## config.mk

```make
export PLATFORM = sky130hd
export DESIGN_NAME = cpu_div_seq
export DESIGN_NICKNAME = d
export VERILOG_FILES = /design/src/rtl/cpu_alu_pkg.sv /design/src/rtl/cpu_div_pkg.sv /design/src/rtl/cpu_div_seq.sv
export SDC_FILE = /design/constraint.sdc
export NUM_CORES = 1
export LEC_CHECK = 0
export ABC_AREA = 1
export BUFFER_PORTS_ARGS = -buffer_cell sky130_fd_sc_hd__buf_2
export CORE_ASPECT_RATIO = 1.25
export CORE_UTILIZATION = 47
export DETAILED_ROUTE_END_ITERATION = 8
export PLACE_DENSITY = 0.74
export REMOVE_ABC_BUFFERS = 1
export SLEW_MARGIN = 25
export SYNTH_ARGS = -nofsm -noshare
export SYNTH_HDL_FRONTEND = slang
export SYNTH_SLANG_ARGS = --single-unit
```

## constraint.sdc

```tcl
create_clock -name clk -period 1.44 [get_ports clk]
set_input_delay 0 -clock clk [delete_from_list [all_inputs] [get_ports clk]]
set_output_delay 0 -clock clk [all_outputs]
set_load 0.05 [all_outputs]
```

## src/rtl/cpu_alu_pkg.sv

```systemverilog
// Shared core ALU control codes; every block that drives the ALU imports these.
package cpu_alu_pkg;
    localparam logic [3:0] ALU_ADD = 4'b0000;
    localparam logic [3:0] ALU_SUB = 4'b1000;
endpackage

```

## src/rtl/cpu_div_pkg.sv

```systemverilog
// Encodings for the multi-cycle RV32M divide sequencer (op field and FSM states).
package cpu_div_pkg;
    localparam int XLEN = 32;

    // funct3[1:0] of DIV/DIVU/REM/REMU
    localparam logic [1:0] DIV_OP_DIV  = 2'b00;
    localparam logic [1:0] DIV_OP_DIVU = 2'b01;
    localparam logic [1:0] DIV_OP_REM  = 2'b10;
    localparam logic [1:0] DIV_OP_REMU = 2'b11;

    typedef enum logic [2:0] {
        S_IDLE  = 3'd0,
        S_NEG_A = 3'd1,
        S_NEG_B = 3'd2,
        S_ITER  = 3'd3,
        S_NEG_Q = 3'd4,
        S_NEG_R = 3'd5,
        S_DONE  = 3'd6
    } div_state_e;
endpackage

```

## src/rtl/cpu_div_seq.sv

```systemverilog
// Restoring divider for DIV/DIVU/REM/REMU that borrows the shared core ALU for
// every subtraction (operand negation and one quotient bit per cycle).
module cpu_div_seq
    import cpu_alu_pkg::*;
    import cpu_div_pkg::*;
(
    input  logic        clk,
    input  logic        rst,
    input  logic        start,
    input  logic [1:0]  op,
    input  logic [31:0] dividend,
    input  logic [31:0] divisor,
    input  logic        kill,
    output logic        ready,
    output logic        done,
    output logic [31:0] result,
    output logic        alu_req,
    output logic [31:0] alu_src_a,
    output logic [31:0] alu_src_b,
    output logic [3:0]  alu_control,
    input  logic [31:0] alu_result,
    input  logic        alu_borrow
);
    div_state_e  state, state_nxt;
    logic [1:0]  op_r;
    logic [31:0] q, rem, b;
    logic [4:0]  cnt;
    logic        sign_q, sign_r;
    logic [31:0] shifted;
    logic        take;
    logic        in_signed;

    assign in_signed = ~op[0];

    always_ff @(posedge clk) begin
        if (rst) state <= S_IDLE;
        else     state <= state_nxt;
    end

    always_comb begin
        state_nxt   = state;
        ready       = 1'b0;
        done        = 1'b0;
        result      = '0;
        alu_req     = 1'b0;
        alu_src_a   = '0;
        alu_src_b   = '0;
        alu_control = ALU_ADD;
        shifted     = {rem[30:0], q[31]};
        // rem[31] set means the true partial remainder is >= 2^32 > b, so the
        // subtraction always succeeds and the wrapped 32-bit difference is exact.
        take        = ~alu_borrow | rem[31];
        case (state)
            S_IDLE: begin
                ready = 1'b1;
                if (start) begin
                    if (divisor == '0)                      state_nxt = S_DONE;
                    else if (in_signed && dividend[31])    state_nxt = S_NEG_A;
                    else if (in_signed && divisor[31])     state_nxt = S_NEG_B;
                    else                                   state_nxt = S_ITER;
                end
            end
            S_NEG_A: begin
                alu_req     = 1'b1;
                alu_src_b   = q;
                alu_control = ALU_SUB;
                state_nxt   = (~op_r[0] && b[31]) ? S_NEG_B : S_ITER;
            end
            S_NEG_B: begin
                alu_req     = 1'b1;
                alu_src_b   = b;
                alu_control = ALU_SUB;
                state_nxt   = S_ITER;
            end
            S_ITER: begin
                alu_req     = 1'b1;
                alu_src_a   = shifted;
                alu_src_b   = b;
                alu_control = ALU_SUB;
                if (cnt == 5'd31) begin
                    if (op_r == DIV_OP_DIV && sign_q)      state_nxt = S_NEG_Q;
                    else if (op_r == DIV_OP_REM && sign_r) state_nxt = S_NEG_R;
                    else                                   state_nxt = S_DONE;
                end
            end
            S_NEG_Q: begin
                alu_req     = 1'b1;
                alu_src_b   = q;
                alu_control = ALU_SUB;
                state_nxt   = S_DONE;
            end
            S_NEG_R: begin
                alu_req     = 1'b1;
                alu_src_b   = rem;
                alu_control = ALU_SUB;
                state_nxt   = S_DONE;
            end
            S_DONE: begin
                done      = 1'b1;
                result    = op_r[1] ? rem : q;
                state_nxt = S_IDLE;
            end
            default: state_nxt = S_IDLE;
        endcase
        if (kill) state_nxt = S_IDLE;
    end

    always_ff @(posedge clk) begin
        if (rst) begin
            op_r   <= '0;
            q      <= '0;
            rem    <= '0;
            b      <= '0;
            cnt    <= '0;
            sign_q <= 1'b0;
            sign_r <= 1'b0;
        end else begin
            case (state)
                S_IDLE: if (start) begin
                    op_r   <= op;
                    b      <= divisor;
                    cnt    <= '0;
                    sign_q <= in_signed & (dividend[31] ^ divisor[31]);
                    sign_r <= in_signed & dividend[31];
                    // Divide-by-zero skips iteration; preload the architected results.
                    if (divisor == '0) begin
                        q   <= '1;
                        rem <= dividend;
                    end else begin
                        q   <= dividend;
                        rem <= '0;
                    end
                end
                S_NEG_A: q <= alu_result;
                S_NEG_B: b <= alu_result;
                S_ITER: begin
                    rem <= take ? alu_result : shifted;
                    q   <= {q[30:0], take};
                    cnt <= cnt + 5'd1;
                end
                S_NEG_Q: q   <= alu_result;
                S_NEG_R: rem <= alu_result;
                default: ;
            endcase
        end
    end
endmodule

```

==> summary.md, run 1 <==
| Metric | Value |
|---|---|
| Status | stopped before the end |
| Stopping stage | 5_1_grt |
| Err | [ERROR GRT-0232] Routing congestion too high. Check the congestion heatmap in the GUI. |
| Main combinational cell family by area after synthesis | compound AO/OA/AOI/OAI gates |
| Compound-Gate Fraction of Synth Area | 0.381 |
| Synth Warn # | 0 |
| Synth unique cells | 30 |
| Post-Synth Adder-Cell Area | 0.00373 |
| Largest net degree at the start of global routing | 100 |
| Starting Density | 0.484 |
| Mapped cell area | 6710 um^2 |
| Mux contribution to synthesized area | 0 |
| Grt ovf | 16 |
| CTS sink count | 108 |
| Post-DP HPWL | 18400 um |
| I/O pin count | 206 |
| Synthesized area per cell | approximately 6.5 um^2 |
| Die H | roughly 140 um |
| Synth top area cells | dfxtp_1 (32%), o21ai_0 (13%), a21oi_1 (10%) |
| Placed cells | 1400 |
| Synth Instances | 1038 |
| Top cell type's share of synthesized area | 0.322 |
| H-tree Lvls | 3 |
| Worst endpoint type | register input |
| Synth Area in Simple Gates | 0.180 |
| Width of the die | 109 um |
| Total GRT Usage | 0.822 |
| Post-GRT worst EP | b[29]$_SDFFE_PP0P_/D |
| Synthesis-stage register bit count | 108 |
| Sequential cell area fraction in the yosys report | 0.322 |
| Xor/xnor cell area share of the yosys netlist | 0.00130 |
| Clk root buf | clkbuf_16 |
| Cts bufs inserted | 9 |
| Std-Cell Rows | 48 |
| Clock Tree Buf Depth | 2 |
| Area leader, netlist | dfxtp_1 |
| Port Buffer Count | about 200 |
| Gpl congestion | slightly above 0.9 |
Yosys cell counts:
master    instances
clkinv_1          1
nor2_2            2
nand2_2           1
ha_1              2
nor2_1           61
a31oi_1          65
nand3_1          70
nand2_1         135
nand3_2           1
o211a_1           1
a21oi_1         138
conb_1            1
o21ai_0         180
nor2_4            4
o22ai_1          32
buf_4            10
o21ai_1          16
dfxtp_1         108
a22oi_1          32
nand2_4           1
nor3_2            1
a211oi_1          3
inv_1            76
buf_2            27
inv_2             8
xor2_1            1
clkbuf_1         57
nand3_4           1
o221ai_1          1
or2_2             2
routing by layer:
layer  GRT overflow  global-route usage
met5              0               0.414
met3              0               0.696
met1              0               0.841
met4             10               0.799
met2              6               0.941
logic make-up after synthesis:
family | count (synthesis)
compound gates | 468
xor+xnor | 1
fa+ha+maj | 2
buf+inv | 179
flops | 108
other cells | 1
simple gates | 279
per-stage QoR:
step           setup slack [ns]  TNS [ns]  hold WS (ns)  area [um^2]   util
2_1_floorplan             -1.25   -186.21        0.0691         6300      -
3_3_place_gp             -0.220    -15.55         0.287         8350  0.602
3_5_place_dp             -0.252    -21.32         0.288         8350  0.602
4_1_cts                  -0.309    -35.94        0.0947        11400  0.821
timing repair:
action,CTS
cloned,12
buffers inserted,32
endpoints found under the hold margin,106
pin swaps,14
setup endpoints to repair,207
hold buffers,100
gates resized for setup,396
==> run 2, diff against run 1 <==
--- a/config.mk
+++ b/config.mk
@@ -7,10 +7,9 @@
 export LEC_CHECK = 0
 export ABC_AREA = 1
 export BUFFER_PORTS_ARGS = -buffer_cell sky130_fd_sc_hd__buf_2
-export CORE_ASPECT_RATIO = 1.25
-export CORE_UTILIZATION = 47
+export CORE_UTILIZATION = 40
 export DETAILED_ROUTE_END_ITERATION = 8
-export PLACE_DENSITY = 0.74
+export PLACE_DENSITY_LB_ADDON = 0.15
 export REMOVE_ABC_BUFFERS = 1
 export SLEW_MARGIN = 25
 export SYNTH_ARGS = -nofsm -noshare
==> constraint.sdc (replaced) <==
create_clock -name clk -period 1.87 [get_ports clk]
set_input_delay 0 -clock clk [delete_from_list [all_inputs] [get_ports clk]]
set_output_delay 0 -clock clk [all_outputs]
set_load 0.05 [all_outputs]
==> summary.md, run 2 <==
| Metric | Value |
|---|---|
| Status | finished clean (was stopped before the end) |
| Die H | 132 um (was 136 um) |
| CP startpoint kind | register |
| Setup Viol. Count Final | 0 |
| Post-Synth Adder-Cell Area | 0.00373 (unchanged) |
| Crit-path slowest cell | dfxtp_4 |
| CTS sink count | 108 (unchanged) |
| Grt ovf | 0 |
| Clock Tree Buf Depth | 2 (unchanged) |
| Clk root buf | clkbuf_16 (unchanged) |
| Final hold vios | 0 |
| PwrDens | 683 nW/um^2 |
| Area leader, netlist | dfxtp_1 (unchanged) |
| Total GRT Usage | 0.326 |
| Switch share | 0.340 |
| Hold path start | start |
| Buf+Inv Stages, Crit Path | 4 |
| DRC viols | 0 |
| Leading cell type in the layout, fill and taps excluded | buf_2 |
| CP required | 1.87 ns |
| Async set-reset flop share out of synthesis | 0 (unchanged) |
| CTS tree | done |
| Post-synth EDFFs | 0 (unchanged) |
| Skew final | 0.00641 ns |
| Nets | 1417 |
| Synthesized area per cell | 6.47 um^2 (unchanged) |
| Synth unique cells | 30 (unchanged) |
| Mux contribution to synthesized area | 0 (unchanged) |
| Largest regs | b x32, q x32, rem x32 |
| WP depth | 8 |
| First-pass GRT wire length | 44600 um |
| Final WS setup | 0.0387 ns |
| Final ANT Viol Nets | 0 |
| Reg2Reg Depth | 6 |
| 1st-iter DRT viols | 917 |
| Tcrit/Tclk final | 0.979 |
| Finished Cell Area | around 9700 um^2 |
| Crit. End Element | output pin |
| Drt wl/cell | 18.7 um |
| Synth Warn # | 0 (unchanged) |
| Pint | 4.37 mW |
| Clock transition at path regs | around 0.07 ns |
| Synthesis-stage register bit count | 108 (unchanged) |
| Kind of critical path | register to output pin |
| Main combinational cell family by area after synthesis | compound AO/OA/AOI/OAI gates (unchanged) |
| H-tree Lvls | 3 (unchanged) |
| Top cell type's share of synthesized area | 0.322 (unchanged) |
| Synth Area in Simple Gates | 0.180 (unchanged) |
| Via density per instance | 5.73 |
| Hold Path Class | input pin to register |
| Sequential fraction of design power | 0.410 |
| Worst reg2reg path startpoint | state[2] |
| Reg2reg end | sign_r |
| Synth cell count leaders | o21ai_0 (180), a21oi_1 (138), nand2_1 (135), dfxtp_1 (108), inv_1 (76) (unchanged) |
| Max incr delay on CP | 0.39 ns |
| Vias | around 9k |
| Xor/xnor cell area share of the yosys netlist | 0.00130 (unchanged) |
| Final wirelength | roughly 29000 um |
| Max Slew Vio Count | 0 |
| Layout cell share with drive strength beyond 1 | 0.232 |
| Placed Area | 8100 um^2 (was 8350 um^2) |
| Initial antenna violation count | 0 |
| Place WS | 0.0787 ns (was -0.252 ns) |
| Sequential cell area fraction in the yosys report | 0.322 (unchanged) |
| Std-Cell Rows | 46 (was 48) |
| CP Cell Sequence | inv_4 -> buf_4 -> nand2_4 -> nand2_2 -> buf_12 -> a22oi_1 -> o21ai_1 -> buf_4 |
| Drt first pass iters | 5 |
| Largest net degree at the start of global routing | 44 |
| Min-Delay Path Depth | 5 |
| Mapped cell area | 6710 um^2 (unchanged) |
| Combinational share of power | 0.283 |
| Cell with the most instances after synthesis | o21ai_0 (unchanged) |
| Fmax | between 0.5 and 0.6 GHz |
| Gpl congestion | 0.879 (was 0.907) |
| Hold Path End | state[2] |
| Critical-path maximum fanout | 17 |
| Width of the die | 132 um (was 109 um) |
| Tmin final | 1.83 ns |
| Maximum vdd drop | 0.479 mV |
| Compound-Gate Fraction of Synth Area | 0.381 (unchanged) |
| Reg2reg setup slack | 0.16 ns |
| Starting Density | 0.417 (was 0.484) |
| Crit path arrival time | 1.83 ns |
| Die area | about 17000 um^2 |
| P_leak | ~4.0 nW |
| Synth Instances | 1038 (unchanged) |
| Synth top area cells | dfxtp_1 (32%), o21ai_0 (13%), a21oi_1 (10%) (unchanged) |
| Highest-count cells in the layout ignoring fill and taps | buf_2 (161), o21ai_0 (159), a21oi_1 (137) |
| RSZ-0062 raised after global routing | yes |
| Antenna Cells | 0 |
| Post-DP HPWL | 18300 um (was 18400 um) |
| Vias in the first global route | 8345 |
| Max_cap viols | 0 |
| Primary FF master, synth | dfxtp_1 (unchanged) |
| Clock power share | 0.307 |
| Worst skew pair latency | 0.36 ns |
| I/O pin count | 206 (unchanged) |
| Port Buffer Count | 202 (unchanged) |
| Core Box Area | 16100 um^2 |
| Cts bufs inserted | 9 (unchanged) |
| Top delay family on crit path | buffers and inverters |
| Syn-to-layout area delta | 44.4% |
| Switching Power | 2.25 mW |
| Most common cell on crit path | buf_4 |
[run 2: cell counts after synthesis]
Identical to the previous run, type by type.
[run 2: repair_timing]
action,CTS,global route
endpoints found under the setup margin,63,37
setup buffers,5,0
hold endpoints to repair,106,0
hold buffers,101,0
resized for setup,40,75
[run 2: cell type report]
class | instances | area (um^2)
tap | 216 | 270
clock buffer | 15 | 268
inverter | 85 | 324
sequential | 108 | 2170
fill | 1582 | 6420
multi-input combinational | 753 | 3900
timing repair buffer | 355 | 2730
clock inverter | 1 | 30.0
[run 2: kinds of logic (layout without fill, tap and decap cells)]
| kind of cell | after synthesis | in the layout |
|---|---|---|
| xor gates and xnor gates | 1 | 1 |
| other | 1 | 3 |
| and+or+nand+nor | 279 | 279 |
| DFF | 108 | 108 |
| adders and majority gates | 2 | 2 |
| buffers and inverters | 179 | 456 |
| AOI/OAI and AO/OA | 468 | 468 |
[run 2: per-stage QoR]
step           setup TNS [ns]  hold WS (ns)   util  total power [mW]  instances
2_1_floorplan          -99.05        0.0691      -              3.66        946
3_3_place_gp                0         0.279  0.503              4.36       1411
3_5_place_dp                0         0.288  0.503              4.37       1411
4_1_cts                     0        0.0720  0.592              6.54       1533
5_1_grt                -0.117         0.122  0.602              6.91       1533
6_report                    0         0.104  0.602              6.63       1533
[run 2: power groups by stage]
stage                     clock network, mW  registers [mW]  logic [mW]
after floorplan                           0            2.72       0.937
after global placement                    0            2.76        1.60
after detailed placement                  0            2.76        1.61
after CTS                              2.03            2.71        1.80
after global routing                   2.12            2.75        2.04
final                                  2.03            2.72        1.87
[run 2: layer usage]
layer | part of all wire | vias to the layer above | routed length, um | global-route usage
met5 | 0 | - | 0 | 0
met3 | 0.087 | 48 | 2480 | 0.0405
met1 | 0.44 | 4021 | 12600 | 0.446
met4 | 0.022 | 0 | 621 | 0.114
met2 | 0.45 | 497 | 12900 | 0.524
li1 | - | 4212 | - | -
[run 2: worst max-delay path by stage]
| stage | start | to | slack [ns] |
|---|---|---|---|
| detailed placement | state[0] | alu_src_b[11] | 0.08 |
| floorplan | state[1] | alu_src_b[0] | -0.82 |
| finish | state[2] | alu_src_b[7] | 0.04 |
| global route | state[1] | alu_src_b[24] | -0.03 |
| CTS | state[2] | alu_src_b[29] | 0.002 |
| global placement | state[0] | alu_src_b[13] | 0.06 |
[run 2: tightest hold or removal path: cells and delay by family]
kind / cells / cell delay [ns]
AOI/OAI and AO/OA: 1 / 0.05
and+or+nand+nor: 2 / 0.19
buffers and inverters: 2 / 0.17
No activity file was read; power rests on OpenSTA's default activity.
==> run 3, diff against run 2 <==
--- a/config.mk
+++ b/config.mk
@@ -7,6 +7,7 @@
 export LEC_CHECK = 0
 export ABC_AREA = 1
 export BUFFER_PORTS_ARGS = -buffer_cell sky130_fd_sc_hd__buf_2
+export CORE_MARGIN = 2
 export CORE_UTILIZATION = 40
 export DETAILED_ROUTE_END_ITERATION = 8
 export PLACE_DENSITY_LB_ADDON = 0.15
==> summary.md, run 3 (same netlist as run 2, synthesis figures left out) <==
| Metric | Value |
|---|---|
| Final wirelength | 30100 um (was 28700 um) |
| Core Box Area | 16500 um^2 (was 16100 um^2) |
| Crit path arrival time | 1.83 ns (about the same) |
| Max_cap viols | 0 (unchanged) |
| CP required | 1.87 ns (about the same) |
| Post-DP HPWL | 18700 um (was 18300 um) |
| Reg2Reg Depth | 6 (unchanged) |
| Max Slew Vio Count | 0 (unchanged) |
| Syn-to-layout area delta | 44.9% (was 44.4%) |
| H-tree Lvls | 3 (unchanged) |
| Critical-path maximum fanout | 12 (was 17) |
| Clock transition at path regs | 0.07 ns (about the same) |
| PwrDens | 689 nW/um^2 (was 683 nW/um^2) |
| Kind of critical path | register to output pin (unchanged) |
| Tcrit/Tclk final | 0.980 (was 0.979) |
| Die area | 17800 um^2 (was 17300 um^2) |
| Initial antenna violation count | 0 (unchanged) |
| Reg2reg setup slack | 0.16 ns (about the same) |
| Crit. End Element | output pin (unchanged) |
| Port Buffer Count | 202 (unchanged) |
| Tmin final | 1.83 ns (about the same) |
| Gpl congestion | 0.864 (was 0.879) |
| Worst skew pair latency | 0.36 ns (about the same) |
| Highest-count cells in the layout ignoring fill and taps | buf_2 (163), o21ai_0 (161), a21oi_1 (138) (was buf_2 (161), o21ai_0 (159), a21oi_1 (137)) |
| Nets | 1421 (was 1417) |
| Clock Tree Buf Depth | 2 (unchanged) |
| CTS sink count | 108 (unchanged) |
| I/O pin count | 206 (unchanged) |
| Total GRT Usage | 0.324 (was 0.326) |
| Drt wl/cell | 19.5 um (was 18.7 um) |
| Maximum vdd drop | 0.612 mV (was 0.479 mV) |
| Die H | 134 um (was 132 um) |
| Vias in the first global route | 8326 (was 8345) |
| Final hold vios | 0 (unchanged) |
| CTS tree | done (unchanged) |
| Via density per instance | 5.86 (was 5.73) |
| Vias | 9021 (was 8778) |
| CP startpoint kind | register (unchanged) |
| Timing endpoint of the critical path | alu_src_b[18] (was alu_src_b[7]) |
| Worst reg2reg path startpoint | state[1] (was state[2]) |
| P_leak | 4.00 nW (was 3.98 nW) |
| Setup Viol. Count Final | 0 (unchanged) |
| Hold Path Class | input pin to register (unchanged) |
| Layout cell share with drive strength beyond 1 | 0.232 (about the same) |
| Skew final | 0.0107 ns (was 0.00641 ns) |
| Final hold slack | 0.109 ns (was 0.104 ns) |
| Status | finished clean (unchanged) |
| Grt ovf | 0 (unchanged) |
| Crit path from | state[1] (was state[2]) |
| Final ANT Viol Nets | 0 (unchanged) |
| Place WS | 0.103 ns (was 0.0787 ns) |
| First-pass GRT wire length | 45900 um (was 44600 um) |
| 1st-iter DRT viols | 1063 (was 917) |
| Largest net degree at the start of global routing | 76 (was 44) |
| Leading cell type in the layout, fill and taps excluded | buf_2 (unchanged) |
| Std-Cell Rows | 47 (was 46) |
| Width of the die | 134 um (was 132 um) |
| Clk root buf | clkbuf_16 (unchanged) |
| DRC viols | 0 (unchanged) |
| Largest regs | b x32, q x32, rem x32 (unchanged) |
| Final WS setup | 0.0381 ns (was 0.0387 ns) |
| Reg2reg end | sign_r (unchanged) |
| Fmax | 0.546 GHz (about the same) |
| Cts bufs inserted | 9 (unchanged) |
| Starting Density | 0.408 (was 0.417) |
| Drt first pass iters | 5 (unchanged) |
| Fillcell total | 1595 (was 1582) |
run 3: cell count changes in the layout (fill, tap and decap cells not counted), moves of 2 or more:
cell / before / now
a22oi_1: 26 / 31
a22oi_2: 6 / 1
buf_2: 161 / 163
buf_4: 59 / 63
buf_6: 13 / 7
clkbuf_1: 4 / 2
clkbuf_4: 7 / 10
nor2_1: 57 / 55
o21ai_0: 159 / 161
run 3: where the power goes:
part	switching, mW	leakage, nW	internal (mW)
Sequential	0.188	0.896	2.54
Clock	0.891	0.149	1.20
Combinational	1.17	2.96	0.714
Total	2.25	4.00	4.45
run 3: layout make-up:
class,count,area (um^2),area share
clock inverter,2,60.1,0.00617
sequential,108,2170,0.224
inverter,85,324,0.0333
tap,220,275,0.0283
clock buffer,12,246,0.0253
antenna,1,2.50,0.000257
multi-input combinational,753,3870,0.398
timing repair buffer,359,2770,0.285
run 3: worst min-delay path by stage:
stage / from / to / slack [ns] / depth (start not counted)
floorplan: rst / cnt[1] / 0.07 / 1
global placement: rst / cnt[4] / 0.28 / 2
detailed placement: op[1] / op_r[1] / 0.28 / 3
CTS: start / state[2] / 0.08 / 5
global route: start / state[2] / 0.11 / 5
finish: start / state[2] / 0.11 / 5
run 3: metal layers:
metal | global-route usage | up-vias | share of wire | wire (um)
li1 | - | 4207 | - | -
met1 | 0.455 | 4192 | 0.42 | 12700
met2 | 0.506 | 544 | 0.45 | 13600
met3 | 0.0613 | 78 | 0.098 | 2950
met4 | 0.0969 | 0 | 0.026 | 794
met5 | 0 | - | 0 | 0
run 3: stage by stage:
stage	power (mW)	TNS, ns	cells	area [um^2]	utilization
after floorplan	3.66	-99.05	946	6300	-
after global placement	4.37	0	1418	8140	0.495
after detailed placement	4.38	0	1418	8140	0.495
after CTS	6.63	0	1534	9570	0.581
after global routing	6.97	-0.0373	1539	9730	0.591
final	6.70	0	1540	9730	0.591
run 3: worst max-delay path: stages, from the launching register on:
cell and delay [ns]:
dfxtp_4 0.37, inv_2 0.07, nor2_4 0.13, nand2_2 0.12, nand2_4 0.13, clkbuf_16 0.20, a22oi_1 0.07, o21ai_1 0.17
buf_6 0.21
run 3: timing repair:
| item | in CTS | in global routing |
|---|---|---|
| gates cloned | 1 | 1 |
| gates resized for setup | 34 | 56 |
| buffers inserted | 0 | 4 |
| endpoints found under the setup margin | 51 | 78 |
| hold endpoints to repair | 105 | 0 |
| hold buffers | 101 | 0 |
| pin swaps | 0 | 1 |
==> run 4, diff against run 3 <==
==> constraint.sdc (replaced) <==
create_clock -name clk -period 1.87 [get_ports clk]
set_input_delay 0 -clock clk [delete_from_list [all_inputs] [get_ports clk]]
set_output_delay 0 -clock clk [all_outputs]
set_load 0.01 [all_outputs]
==> summary.md, run 4 (same netlist as run 2, synthesis figures left out) <==
| Metric | Value |
|---|---|
| Nets | 1435 (was 1421) |
| H-tree Lvls | 3 (unchanged) |
| Critical-path maximum fanout | 12 (unchanged) |
| Largest regs | b x32, q x32, rem x32 (unchanged) |
| I/O pin count | 206 (unchanged) |
| Std-Cell Rows | 47 (unchanged) |
| P_leak | 4.15 nW (was 4.00 nW) |
| Post-DP HPWL | 18400 um (was 18700 um) |
| Total GRT Usage | 0.325 (was 0.324) |
| Cts bufs inserted | 9 (unchanged) |
| Syn-to-layout area delta | 47.8% (was 44.9%) |
| Grt ovf | 0 (unchanged) |
| Gpl congestion | 0.902 (was 0.864) |
| Fin util | 0.603 (was 0.591) |
| Status | finished clean (unchanged) |
| PwrDens | 651 nW/um^2 (was 689 nW/um^2) |
| Most common cell on crit path | nand2_4 |
| Die H | 134 um (unchanged) |
| Kind of critical path | register to output pin (unchanged) |
| CP Cell Sequence | inv_2 -> buf_4 -> nor2_4 -> nand2_4 -> nand2_4 -> buf_12 -> a22oi_1 -> o21ai_0 -> buf_2 (was inv_2 -> nor2_4 -> nand2_2 -> nand2_4 -> clkbuf_16 -> a22oi_1 -> o21ai_1 -> buf_6) |
| Max incr delay on CP | 0.35 ns (was 0.37 ns) |
| Crit path arrival time | 1.85 ns (was 1.83 ns) |
| Hold Path Class | input pin to register (unchanged) |
| Max_cap viols | 0 (unchanged) |
| Crit-path slowest cell | dfxtp_1 (was dfxtp_4) |
| Antenna Cells | 0 (was 1) |
| Core Box Area | 16500 um^2 (unchanged) |
| Fmax | 0.541 GHz (was 0.546 GHz) |
| Placed Area | 8200 um^2 (was 8140 um^2) |
| Tmin final | 1.85 ns (was 1.83 ns) |
| Width of the die | 134 um (unchanged) |
| Initial antenna violation count | 0 (unchanged) |
| Layout cell share with drive strength beyond 1 | 0.244 (was 0.232) |
| Max Slew Vio Count | 0 (unchanged) |
| Vias | 9138 (was 9021) |
| Buf+Inv Stages, Crit Path | 4 (was 3) |
| Starting Density | 0.408 (unchanged) |
| Crit. End Element | output pin (unchanged) |
| Top delay family on crit path | buffers and inverters (unchanged) |
| Final ANT Viol Nets | 0 (unchanged) |
| Clock Tree Buf Depth | 2 (unchanged) |
| 1st-iter DRT viols | 1253 (was 1063) |
| RSZ-0062 raised after global routing | yes |
| Clk root buf | clkbuf_16 (unchanged) |
| First-pass GRT wire length | 45800 um (was 45900 um) |
| Maximum vdd drop | 0.494 mV (was 0.612 mV) |
| CTS tree | done (unchanged) |
| Drt first pass iters | 6 (was 5) |
| DRC viols | 0 (unchanged) |
| Highest-count cells in the layout ignoring fill and taps | buf_2 (202), o21ai_0 (166), a21oi_1 (136) (was buf_2 (163), o21ai_0 (161), a21oi_1 (138)) |
| Largest net degree at the start of global routing | 84 (was 76) |
| Via density per instance | 5.88 (was 5.86) |
| Worst skew pair latency | 0.37 ns (was 0.36 ns) |
| Clock transition at path regs | 0.08 ns (was 0.07 ns) |
| Skew final | 0.0108 ns (was 0.0107 ns) |
| Setup Viol. Count Final | 0 (unchanged) |
| Die area | 17800 um^2 (unchanged) |
| Final Total Pwr | 6.46 mW (was 6.70 mW) |
| CP required | 1.87 ns (about the same) |
| Final wirelength | 30500 um (was 30100 um) |
| Port Buffer Count | 202 (unchanged) |
| Leading cell type in the layout, fill and taps excluded | buf_2 (unchanged) |
| Tcrit/Tclk final | 0.988 (was 0.980) |
| Drt wl/cell | 19.6 um (was 19.5 um) |
| CP startpoint kind | register (unchanged) |
| CTS sink count | 108 (unchanged) |
| Finished Cell Area | 9920 um^2 (was 9730 um^2) |
| Final hold vios | 0 (unchanged) |
| Vias in the first global route | 8270 (was 8326) |
==> run 4: cell count changes in the layout (fill, tap and decap cells not counted), sizes merged <==
cell | previous run | this run
buf | 246 | 266
clkbuf | 23 | 18
bufinv | 2 | 1
clkinvlp | 0 | 1
diode | 1 | 0
==> run 4: final cells by class <==
class                      count  area (um^2)
clock buffer                  13          250
clock inverter                 2         35.0
fill                        1597         6540
inverter                      85          325
multi-input combinational    753         3900
sequential                   108         2170
tap                          220          275
timing repair buffer         373         2970
==> run 4: power breakdown <==
part	total, mW	leakage, nW	internal, mW	switching (mW)
clock	1.99	0.140	1.07	0.920
sequential	2.73	0.895	2.54	0.187
combinational	1.74	3.11	0.723	1.02
total	6.46	4.15	4.33	2.13
==> run 4: what timing repair did <==
action	CTS	global route
endpoints found under the setup margin	42	88
resized for setup	9	40
cloned	2	5
hold buffers	101	0
setup buffers	10	4
pin swaps	4	5
hold endpoints to repair	106	0
==> run 4: metal layers <==
| metal | global-route usage | part of all wire | vias to the layer above |
|---|---|---|---|
| met5 | 0 | 0 | - |
| met2 | 0.523 | 0.46 | 661 |
| met3 | 0.0571 | 0.12 | 57 |
| met1 | 0.452 | 0.41 | 4174 |
| li1 | - | - | 4246 |
| met4 | 0.0833 | 0.022 | 0 |
==> run 4: worst min-delay path, stage by stage <==
cell and delay (ns):
buf_2 0.09, inv_1 0.09, nand2_1 0.10, nand2_1 0.10, a211oi_1 0.05
==> run 4: metrics by stage <==
step	hold slack, ns	setup WS [ns]	TNS, ns	std cells
finish	0.104	0.0227	0	1554
global route	0.140	-0.0352	-0.515	1554
CTS	0.102	0.0138	0	1545
detailed placement	0.286	0.0681	0	1417
global placement	0.286	0.135	0	1417
floorplan	0.0691	-0.691	-63.02	946
==> run 4: path summary, 6_finish.rpt <==
kind / start / endpoint / slack (ns) / depth (start not counted)
min reg2reg: cnt[3] / cnt[3] / 0.47 / 2
max: state[1] / alu_src_b[17] / 0.02 / 9
min: start / state[2] / 0.10 / 5
max reg2reg: state[0] / rem[25] / 0.03 / 10
